[config.mk]
export PLATFORM = sky130hd
export DESIGN_NAME = p2_mailbox_ctrl_flat
export DESIGN_NICKNAME = d
export VERILOG_FILES = /design/src/rtl/p2_mailbox_ctrl_if.sv /design/src/rtl/p2_mailbox_ctrl.sv /design/src/flat_wrapper.sv
export SDC_FILE = /design/constraint.sdc
export NUM_CORES = 1
export LEC_CHECK = 0
export CAP_MARGIN = 20
export CELL_PAD_IN_SITES_DETAIL_PLACEMENT = 1
export CELL_PAD_IN_SITES_GLOBAL_PLACEMENT = 1
export CORE_UTILIZATION = 33
export CTS_BUF_LIST = sky130_fd_sc_hd__clkbuf_4
export DETAILED_ROUTE_END_ITERATION = 8
export PLACE_DENSITY_LB_ADDON = 0.2
export RECOVER_POWER = 50
export SLEW_MARGIN = 20
export SYNTH_ARGS = -nofsm -noshare
export SYNTH_HDL_FRONTEND = slang
export SYNTH_SLANG_ARGS = --single-unit
export TNS_END_PERCENT = 5
[constraint.sdc]
create_clock -name clk -period 3.35 [get_ports clk]
set_input_delay 0.335 -clock clk [delete_from_list [all_inputs] [get_ports clk]]
set_output_delay 0.335 -clock clk [all_outputs]
set_load 0.02 [all_outputs]
[src/rtl/p2_mailbox_ctrl_if.sv]
// Byte-stream and P2 port-register signals between the mailbox controller and its neighbours.
// The controller uses the slave view; the UART/register side uses the master view.
interface p2_mailbox_ctrl_if;
    logic       rx_valid;
    logic [7:0] rx_data;
    logic       rx_hold;
    logic       rx_ovf;
    logic       tx_valid;
    logic [7:0] tx_data;
    logic       tx_ready;
    logic [3:0] p7_q;
    logic [3:0] p4_q;
    logic [3:0] p5_q;
    logic [3:0] p4_d;
    logic [3:0] p5_d;
    logic [3:0] p6_d;

    modport slave (
        input  rx_valid, rx_data, tx_ready, p7_q, p4_q, p5_q,
        output rx_hold, rx_ovf, tx_valid, tx_data, p4_d, p5_d, p6_d
    );

    modport master (
        output rx_valid, rx_data, tx_ready, p7_q, p4_q, p5_q,
        input  rx_hold, rx_ovf, tx_valid, tx_data, p4_d, p5_d, p6_d
    );
endinterface

[src/rtl/p2_mailbox_ctrl.sv]
// Moves bytes between the UART streams and P2 ports 4-7: buffers received bytes in a FIFO,
// offers them to the MCU as nibbles, and forwards MCU-written bytes to UART TX.
module p2_mailbox_ctrl #(
    parameter int unsigned DEPTH       = 16,
    parameter int unsigned HOLD_MARGIN = 4
) (
    input  logic              clk,
    input  logic              rst_n,
    p2_mailbox_ctrl_if.slave  bus
);
    localparam int unsigned AW = $clog2(DEPTH);
    localparam int unsigned LW = AW + 1;
    localparam logic [LW-1:0] FULL_LVL = LW'(DEPTH);
    localparam logic [LW-1:0] HOLD_LVL = LW'(DEPTH - HOLD_MARGIN);

    localparam logic [2:0] R_IDLE    = 3'd0;
    localparam logic [2:0] R_OFFER   = 3'd1;
    localparam logic [2:0] R_RELEASE = 3'd2;
    localparam logic [2:0] W_IDLE    = 3'd3;
    localparam logic [2:0] W_PUSH    = 3'd4;
    localparam logic [2:0] W_RELEASE = 3'd5;

    logic [2:0]    state_q, state_d;
    logic          mode_q;
    logic [7:0]    mem [DEPTH];
    logic [AW-1:0] wr_ptr_q, rd_ptr_q;
    logic [LW-1:0] level_q, level_d;
    logic          rx_hold_q, rx_ovf_q;
    logic          tx_valid_q;
    logic [7:0]    tx_data_q;
    logic [3:0]    nib_lo_q, nib_hi_q;
    logic          avail_n_q, avail_n_d;
    logic          empty_q, busy_q;
    logic          ack_n_q, ack_n_d;

    logic       full, push, pop, load, capture, tx_fire, mode_edge;
    logic [7:0] head;

    assign full      = (level_q == FULL_LVL);
    assign push      = bus.rx_valid && !full;
    assign tx_fire   = tx_valid_q && bus.tx_ready;
    assign mode_edge = (bus.p7_q[0] != mode_q);
    assign head      = mem[rd_ptr_q];

    always_comb begin
        state_d   = state_q;
        avail_n_d = avail_n_q;
        ack_n_d   = ack_n_q;
        pop       = 1'b0;
        load      = 1'b0;
        capture   = 1'b0;
        // A mode flip abandons whichever handshake is running; the FIFO head is not consumed.
        if (mode_edge) begin
            state_d   = bus.p7_q[0] ? W_IDLE : R_IDLE;
            avail_n_d = 1'b1;
            ack_n_d   = 1'b1;
        end else begin
            unique case (state_q)
                R_IDLE: begin
                    if ((level_q != '0) && bus.p7_q[1]) begin
                        load    = 1'b1;
                        state_d = R_OFFER;
                    end
                end
                R_OFFER: begin
                    if (!bus.p7_q[1]) begin
                        pop       = 1'b1;
                        avail_n_d = 1'b1;
                        state_d   = R_RELEASE;
                    end else begin
                        avail_n_d = 1'b0;
                    end
                end
                R_RELEASE: if (bus.p7_q[1]) state_d = R_IDLE;
                W_IDLE: begin
                    // A byte still pending from before a mode flip must drain first.
                    if (!bus.p7_q[2] && !tx_valid_q) begin
                        capture = 1'b1;
                        state_d = W_PUSH;
                    end
                end
                W_PUSH: begin
                    if (tx_fire) begin
                        ack_n_d = 1'b0;
                        state_d = W_RELEASE;
                    end
                end
                W_RELEASE: begin
                    if (bus.p7_q[2]) begin
                        ack_n_d = 1'b1;
                        state_d = W_IDLE;
                    end
                end
                default: state_d = R_IDLE;
            endcase
        end
    end

    always_comb begin
        level_d = level_q;
        unique case ({push, pop})
            2'b10:   level_d = level_q + LW'(1);
            2'b01:   level_d = level_q - LW'(1);
            default: level_d = level_q;
        endcase
    end

    always_ff @(posedge clk) begin
        if (push) mem[wr_ptr_q] <= bus.rx_data;
    end

    always_ff @(posedge clk or negedge rst_n) begin
        if (!rst_n) begin
            state_q    <= R_IDLE;
            mode_q     <= 1'b0;
            wr_ptr_q   <= '0;
            rd_ptr_q   <= '0;
            level_q    <= '0;
            rx_hold_q  <= 1'b0;
            rx_ovf_q   <= 1'b0;
            tx_valid_q <= 1'b0;
            tx_data_q  <= '0;
            nib_lo_q   <= '0;
            nib_hi_q   <= '0;
            avail_n_q  <= 1'b1;
            empty_q    <= 1'b1;
            busy_q     <= 1'b1;
            ack_n_q    <= 1'b1;
        end else begin
            state_q   <= state_d;
            mode_q    <= bus.p7_q[0];
            level_q   <= level_d;
            rx_hold_q <= (level_q >= HOLD_LVL);
            empty_q   <= (level_q == '0);
            busy_q    <= tx_valid_q;
            avail_n_q <= avail_n_d;
            ack_n_q   <= ack_n_d;
            if (push) wr_ptr_q <= wr_ptr_q + AW'(1);
            if (pop) rd_ptr_q <= rd_ptr_q + AW'(1);
            if (bus.rx_valid && full) rx_ovf_q <= 1'b1;
            if (capture) begin
                tx_valid_q <= 1'b1;
                tx_data_q  <= {bus.p5_q, bus.p4_q};
            end else if (tx_fire) begin
                tx_valid_q <= 1'b0;
            end
            if (load) begin
                nib_lo_q <= head[3:0];
                nib_hi_q <= head[7:4];
            end
        end
    end

    assign bus.rx_hold  = rx_hold_q;
    assign bus.rx_ovf   = rx_ovf_q;
    assign bus.tx_valid = tx_valid_q;
    assign bus.tx_data  = tx_data_q;
    assign bus.p4_d     = nib_lo_q;
    assign bus.p5_d     = nib_hi_q;
    assign bus.p6_d     = {ack_n_q, busy_q, empty_q, avail_n_q};
endmodule
[src/flat_wrapper.sv]
// flat-port wrapper written by rule: the top's interface ports become plain ports
module p2_mailbox_ctrl_flat 
#(
    parameter int unsigned DEPTH       = 16,
    parameter int unsigned HOLD_MARGIN = 4
)
  (clk, rst_n, bus_rx_valid, bus_rx_data, bus_tx_ready, bus_p7_q, bus_p4_q, bus_p5_q, bus_rx_hold, bus_rx_ovf, bus_tx_valid, bus_tx_data, bus_p4_d, bus_p5_d, bus_p6_d);
  p2_mailbox_ctrl_if bus_i ();
  input  logic clk;
  input  logic rst_n;
  input wire logic [$bits(bus_i.rx_valid)-1:0] bus_rx_valid;
  input wire logic [$bits(bus_i.rx_data)-1:0] bus_rx_data;
  input wire logic [$bits(bus_i.tx_ready)-1:0] bus_tx_ready;
  input wire logic [$bits(bus_i.p7_q)-1:0] bus_p7_q;
  input wire logic [$bits(bus_i.p4_q)-1:0] bus_p4_q;
  input wire logic [$bits(bus_i.p5_q)-1:0] bus_p5_q;
  output wire logic [$bits(bus_i.rx_hold)-1:0] bus_rx_hold;
  output wire logic [$bits(bus_i.rx_ovf)-1:0] bus_rx_ovf;
  output wire logic [$bits(bus_i.tx_valid)-1:0] bus_tx_valid;
  output wire logic [$bits(bus_i.tx_data)-1:0] bus_tx_data;
  output wire logic [$bits(bus_i.p4_d)-1:0] bus_p4_d;
  output wire logic [$bits(bus_i.p5_d)-1:0] bus_p5_d;
  output wire logic [$bits(bus_i.p6_d)-1:0] bus_p6_d;
  assign bus_i.rx_valid = bus_rx_valid;
  assign bus_i.rx_data = bus_rx_data;
  assign bus_i.tx_ready = bus_tx_ready;
  assign bus_i.p7_q = bus_p7_q;
  assign bus_i.p4_q = bus_p4_q;
  assign bus_i.p5_q = bus_p5_q;
  assign bus_rx_hold = bus_i.rx_hold;
  assign bus_rx_ovf = bus_i.rx_ovf;
  assign bus_tx_valid = bus_i.tx_valid;
  assign bus_tx_data = bus_i.tx_data;
  assign bus_p4_d = bus_i.p4_d;
  assign bus_p5_d = bus_i.p5_d;
  assign bus_p6_d = bus_i.p6_d;
  p2_mailbox_ctrl #(.DEPTH(DEPTH), .HOLD_MARGIN(HOLD_MARGIN)) u_core (.clk(clk), .rst_n(rst_n), .bus(bus_i));
endmodule
==> summary.txt, run 1 <==
Die
  – Die height: 146 um
  – # IOs: 47
  – Full die area: 21400 um^2
  – Rows: 52
  – Die W: 146 um
  – Effective utilization at floorplan: 33.8%
  – Core Region: 20300 um^2

Power and ir drop
  – VDD IR max: 0.000295 V
  – Combinational fraction of design power: 32.0%
  – Total power: 6240 uW
  – Share of power burned in registers: 48.2%
  – Clock power share: 19.8%
  – Switching share of total power: 34.0%
  – Switch Pwr: 2120 uW
  – Pint: 4120 uW
  – Pwr per Cell Area: 780 nW/um^2
  – Leak: 0.00274 uW

Routing
  – DR vias/cell: 4.90
  – Post-route DRC: 0
  – Routed WL per cell: 19.6 um
  – Final wirelength: 14.4 mm
  – DRT Pass-1 Iters: 4
  – Via count: 3600
  – DRT iter0 DRCs: 184
  – Post-DRT Antenna Nets: 0

STA
  – Setup TNS: 0 ns
  – Rel. slew slack: -51.9%
  – Final Max Tran Viols: 41
  – Hold Vio Cnt, Final: 0
  – RSZ-0062 raised after global routing: no
  – Fmax achieved: 353 MHz
  – Setup Skew: 0.0160 ns
  – Fin crit share: 84.7%
  – Fin crit period: 2.84 ns
  – Final setup fails: 0
  – Worst Tran Pin Value: 2.28 ns

Clocking
  – Htree depth: 4
  – CTS tree: done
  – Cts hold-fix bufs: 1
  – Setup Buffers After CTS: 0
  – Worst-skew pair later-pin latency: 0.56 ns
  – Root Driver: clkbuf_4
  – Post-CTS Resized: 0
  – Reg clk slew, reported paths: 0.15 ns
  – CTS sink count: 168
  – CTS Buffer Depth: 2
  – Clock buffer count from CTS: 17

Job
  – MaxCap Viol Count: 1

Logic synthesis
  – Synth area leader: edfxtp_1
  – Ys flop type: edfxtp_1
  – Warnings from Yosys: 0
  – Synth Register Bits: 168
  – Async SR Flop Fraction: 23.8%
  – Cell Area, Synth: 6870 um^2
  – Seq/Total Area, Yosys: 70.6%
  – Syn Area/Cell: 17.6 um^2
  – Syn Inst Count: 389
  – Post-Synthesis Net Count: 422
  – Post-synth top area share: 56.0%
  – Cell variety after synth: 50
  – Top post-synthesis cells by area: edfxtp_1 56%, dfrtp_1 13%, mux4_2 10%
  – Post-synth EDFFs: 128

Critical path
  – Data arrival, critical path: 3.30 ns
  – Setup crit end kind: flop
  – Crit path required time: 3.81 ns
  – Crit Path Class: flop to flop
  – Maximum fanout along the worst path: 9
  – Critical Path Start Type: flop

Placed design
  – Final HPWL DP: 9.49 mm
  – Buffers on Ports: 45
  – Routability cong.: 0.761
  – Placed Area: 7700 um^2

Run status
  – Failing checks: max-capacitance violations, max-slew violations
  – Status: finished, violations left

Global routing
  – Initial antenna violation count: 2
  – Remaining Overflow, GRT: 0
  – First-pass GRT wire length: 22.4 mm
  – Global Route Usage Sum: 14.4%
  – Largest net degree at the start of global routing: 41
  – Number of global-route vias before repair: 3886

Final layout
  – Reg area: 4850 um^2
  – Synth-to-Final Area Change: 16.6%
  – Multi-input gate area: 1840 um^2
  – # fillers: 2035
  – Final instance area: 8000 um^2
  – Number of nets in the layout: 483
  – Layout cells sized above 1: 23.5%

Min path
  – Worst min-delay path class: input pin to flop
[final cells by class]
class | instances | area share [%]
antenna | 1 | 0.0313
timing repair buffer | 68 | 7.90
clock buffer | 19 | 1.78
tap | 270 | 4.22
inverter | 10 | 0.469
multi-input combinational | 185 | 23.0
clock inverter | 13 | 1.97
sequential | 168 | 60.6
[power groups by stage]
stage	Clock [uW]	Sequential [uW]	Combinational, uW
floorplan	0	2930	1390
global placement	0	3040	2010
detailed placement	0	3070	2050
CTS	1290	3020	2050
global route	1360	3070	2180
finish	1230	3010	2000
[Yosys cell counts (2+ instances only)]
master    number
dfrtp_1       36
buf_1          3
o22ai_1        9
buf_4          5
o21ai_0        6
a21oi_1        5
a221oi_1       6
edfxtp_1     128
xor2_1         5
dfstp_2        4
inv_1         10
clkbuf_1      12
xnor2_1        7
nor3_1         5
nor2_1        27
nand2_1       14
and2_1         2
mux4_2        32
nor2b_1        3
nand3b_1       2
o211a_1        2
mux2i_1        8
buf_2          5
nand4_1        3
mux2_2        11
nand2b_1       5
ha_1           9
a21o_1         2
a221oi_2       2
[stage by stage]
step / utilization [%] / worst slack (ns) / hold slack [ns] / instances
2_1_floorplan: - / 0.652 / 0.0394 / 389
3_3_place_gp: 37.9 / 0.511 / 0.427 / 700
3_5_place_dp: 37.9 / 0.498 / 0.438 / 700
4_1_cts: 39.4 / 0.527 / 0.235 / 733
5_1_grt: 39.4 / 0.243 / 0.326 / 734
6_report: 39.4 / 0.514 / 0.382 / 734
[layer usage]
layer,wire [um],GRT usage [%]
met5,13,0
met4,106,4.38
met3,499,3.72
met2,7280,23.7
met1,6460,18.8
[layout by cell type (no fill, tap or decap), types with 10 or more instances in the layout]
cell and n:
edfxtp_1 128, clkdlybuf4s50_1 35, dfrtp_1 35, mux4_2 32
nor2_1 27, buf_4 21, clkbuf_4 19, nand2_1 14
mux2_2 11, inv_1 10, dlygate4sd3_1 10
[logic make-up (layout without fill, tap and decap cells)]
family          Yosys count  after routing  synth area share [%]
flops                   168            168                  70.6
simple gates             69             69                  5.21
other cells               0              1                     0
compound gates           44             44                  5.07
buf+inv                  36            110                  2.44
xor+xnor                 12             12                  1.53
fa+ha+maj                 9              9                  1.64
mux                      51             51                  13.5
[path summary, 6_finish.rpt]
check / start / end / slack [ns] / cells after the start
max: u_core.level_q[1] / u_core.level_q[4] / 0.51 / 11
min: bus_p4_q[2] / u_core.bus.tx_data[2] / 0.38 / 2
max reg2reg: u_core.level_q[1] / u_core.level_q[4] / 0.51 / 11
min reg2reg: u_core.bus.tx_valid / u_core.busy_q / 0.45 / 0
max in group asynchronous: rst_n / u_core.rd_ptr_q[1] / 0.91 / 2
min in group asynchronous: rst_n / u_core.level_q[2] / 0.98 / 2
[sequential cells by signal, summed over array words and instances (netlist names), 3 cells and up]
register,cells
u_core.state_q,3
u_core.bus.p5_d,4
u_core.rd_ptr_q,4
u_core.mem,128
u_core.level_q,5
u_core.bus.p4_d,4
u_core.bus.tx_data,8
u_core.wr_ptr_q,4
[worst max-delay path: stages, from the launching register on]
cell and delay (ns):
dfrtp_1 0.51, nor4_4 0.45, a21boi_0 0.16, buf_4 0.19
inv_1 0.08, ha_1 0.35, xor2_1 0.12, ha_1 0.23
o211a_1 0.21, o31ai_1 0.19, a31oi_1 0.09, xnor2_1 0.15
No activity file was read; power rests on OpenSTA's default activity.
==> run 2, diff against run 1 <==
clock period = 2.7 ns   (was 3.35 ns; I/O delays follow)
==> run 2 against run 1 <==
The run still ends with max-capacitance violations, max-slew violations left; count of clock-buffer cells in the layout unchanged; cell count increased by 1.1%; flip-flop and latch count unchanged; critical path depth decreased by 1; hold slack got worse by 0.062 ns; clock skew increased by 0.0051 ns; die area unchanged; largest power group unchanged.
==> summary.txt, run 2 (synthesis gave the netlist of run 1 again) <==
Die
  – Full die area: 21400 um^2 (unchanged)
  – Core Region: 20300 um^2 (unchanged)
  – Die W: 146 um (unchanged)
  – Die height: 146 um (unchanged)
  – Effective utilization at floorplan: 33.8% (unchanged)
  – # IOs: 47 (unchanged)
  – Rows: 52 (unchanged)

Routing
  – Post-DRT Antenna Nets: 0 (unchanged)
  – DRT Pass-1 Iters: 6 (+2)
  – Final wirelength: 14.9 mm (+3.8%)
  – Routed WL per cell: 20.1 um (+2.6%)
  – DR vias/cell: 4.90 (-0.17%)
  – Via count: 3633 (+0.92%)
  – DRT iter0 DRCs: 208 (+13%)
  – Post-route DRC: 0 (unchanged)

Placed design
  – Setup slack at placement: 0.0807 ns (-0.417 ns)
  – Final HPWL DP: 9.73 mm (+2.5%)
  – Buffers on Ports: 45 (unchanged)
  – Routability cong.: 0.797 (+4.7%)

Final layout
  – Max reg flops: 128 (unchanged)
  – Number of nets in the layout: 492 (+1.9%)
  – Most common cell after layout, fill and taps aside: edfxtp_1
  – Most frequent cells in the layout: 128 x edfxtp_1, 35 x clkdlybuf4s50_1, 35 x dfrtp_1, 32 x mux4_2, 27 x nor2_1
  – Layout cells sized above 1: 23.4% (-0.19 points)
  – Synth-to-Final Area Change: 16.6% (about the same)
  – Biggest register: u_core.mem

Power and ir drop
  – Pwr per Cell Area: 959 nW/um^2 (+23%)
  – VDD IR max: 0.000418 V (+42%)
  – Total power: 7680 uW (+23%)
  – Leak: 0.00273 uW (-0.35%)

Clocking
  – CTS tree: done
  – Setup Buffers After CTS: 0 (unchanged)
  – Clock buffer count from CTS: 17 (unchanged)
  – CTS Buffer Depth: 2 (unchanged)
  – Htree depth: 4 (unchanged)
  – Root Driver: clkbuf_4
  – Reg clk slew, reported paths: 0.14 ns (about the same)
  – Worst-skew pair later-pin latency: 0.56 ns (about the same)
  – Cts hold-fix bufs: 1 (unchanged)
  – Post-CTS Resized: 0 (unchanged)
  – CTS sink count: 168 (unchanged)

Critical path
  – Max incr delay on CP: 0.56 ns (+0.05 ns)
  – Critical-path cell list: nor4_4, a21boi_0, inv_1, ha_1, xor2_1, ha_1, o211a_1, o31ai_1, a31oi_1, xnor2_1
  – Crit-path leading delay family: compound AO/OA/AOI/OAI gates
  – Setup crit end kind: flop
  – Crit path required time: 3.16 ns (-0.65 ns)
  – Crit path max-delay cell type: dfrtp_1
  – Maximum fanout along the worst path: 8 (-1)
  – Data arrival, critical path: 2.87 ns (-0.43 ns)
  – Critical Path Start Type: flop
  – Most Frequent Cell on Critical Path: ha_1
  – Critical path buffers and inverters: 1 (-1)
  – Crit Path Class: flop to flop

STA
  – Rel. slew slack: -7.95% (+44 points)
  – Setup Skew: 0.0210 ns (+0.00509 ns)
  – Worst Tran Pin Value: 1.62 ns (-0.659 ns)
  – Fin crit period: 2.42 ns (-0.416 ns)
  – Final Max Tran Viols: 30 (-27%)
  – Hold Vio Cnt, Final: 0 (unchanged)
  – RSZ-0062 raised after global routing: no
  – Final setup fails: 0 (unchanged)
  – Final hold slack: 0.320 ns (-0.0620 ns)
  – Setup TNS: 0 ns (unchanged)
  – Fmax achieved: 413 MHz (+17%)
  – Fin crit share: 89.6% (+5.0 points)
  – Final worst slack: 0.280 ns (-0.234 ns)

Global routing
  – Global Route Usage Sum: 15.2% (+0.77 points)
  – Remaining Overflow, GRT: 0 (unchanged)
  – Number of global-route vias before repair: 3978 (+2.4%)
  – Largest net degree at the start of global routing: 36 (-12%)
  – Initial antenna violation count: 1 (-1)
  – First-pass GRT wire length: 23.7 mm (+5.5%)

Min path
  – Worst min-delay path class: input pin to flop

Job
  – MaxCap Viol Count: 1 (unchanged)

Run status
  – Status: finished, violations left
  – Failing checks: max-capacitance violations, max-slew violations
run 2: final timing paths:
check	startpoint	cells past startpoint	slack [ns]	end
hold / removal	bus_tx_ready	3	0.32	u_core.bus.tx_valid
hold reg to reg	u_core.bus.tx_valid	0	0.45	u_core.busy_q
setup / recovery	u_core.level_q[1]	10	0.28	u_core.level_q[4]
min in group asynchronous	rst_n	2	0.64	u_core.level_q[2]
max in group asynchronous	rst_n	3	0.79	u_core.bus.tx_data[4]
setup reg to reg	u_core.level_q[1]	10	0.28	u_core.level_q[4]
run 2: routing by layer:
metal  vias up  wire length (um)  GRT usage, %
li1       1649                 -             -
met1      1914              6700          19.9
met2        55              7470          25.0
met3        15               516          3.31
met4         0               211          5.21
met5         -                 0             0
run 2: stage by stage:
| stage | std cells | utilization [%] | instance area [um^2] |
|---|---|---|---|
| after detailed placement | 709 | 38.3 | 7760 |
| final | 742 | 39.4 | 8010 |
| after global routing | 742 | 39.4 | 8010 |
| after global placement | 709 | 38.3 | 7760 |
| after floorplan | 389 | - | 6870 |
| after CTS | 741 | 39.6 | 8040 |
run 2: power breakdown:
group	internal, uW	switching, uW
Combinational	1300	1460
Sequential	3250	285
Clock	485	903
run 2: worst register-to-register path: stages, from the launching register on:
cell and delay, ns:
dfrtp_1 0.56, nor4_4 0.09, a21boi_0 0.30, inv_1 0.11, ha_1 0.25, xor2_1 0.16
ha_1 0.22, o211a_1 0.22, o31ai_1 0.20, a31oi_1 0.09, xnor2_1 0.14
run 2: cell type report:
cell class	count	area [um^2]
diodes	1	2.50
clock buffers	19	143
clock inverters	12	118
fillers	2057	12300
inverters	10	37.5
multi-input cells	185	1840
flip-flops and latches	168	4850
well taps	270	338
repair buffers	77	677
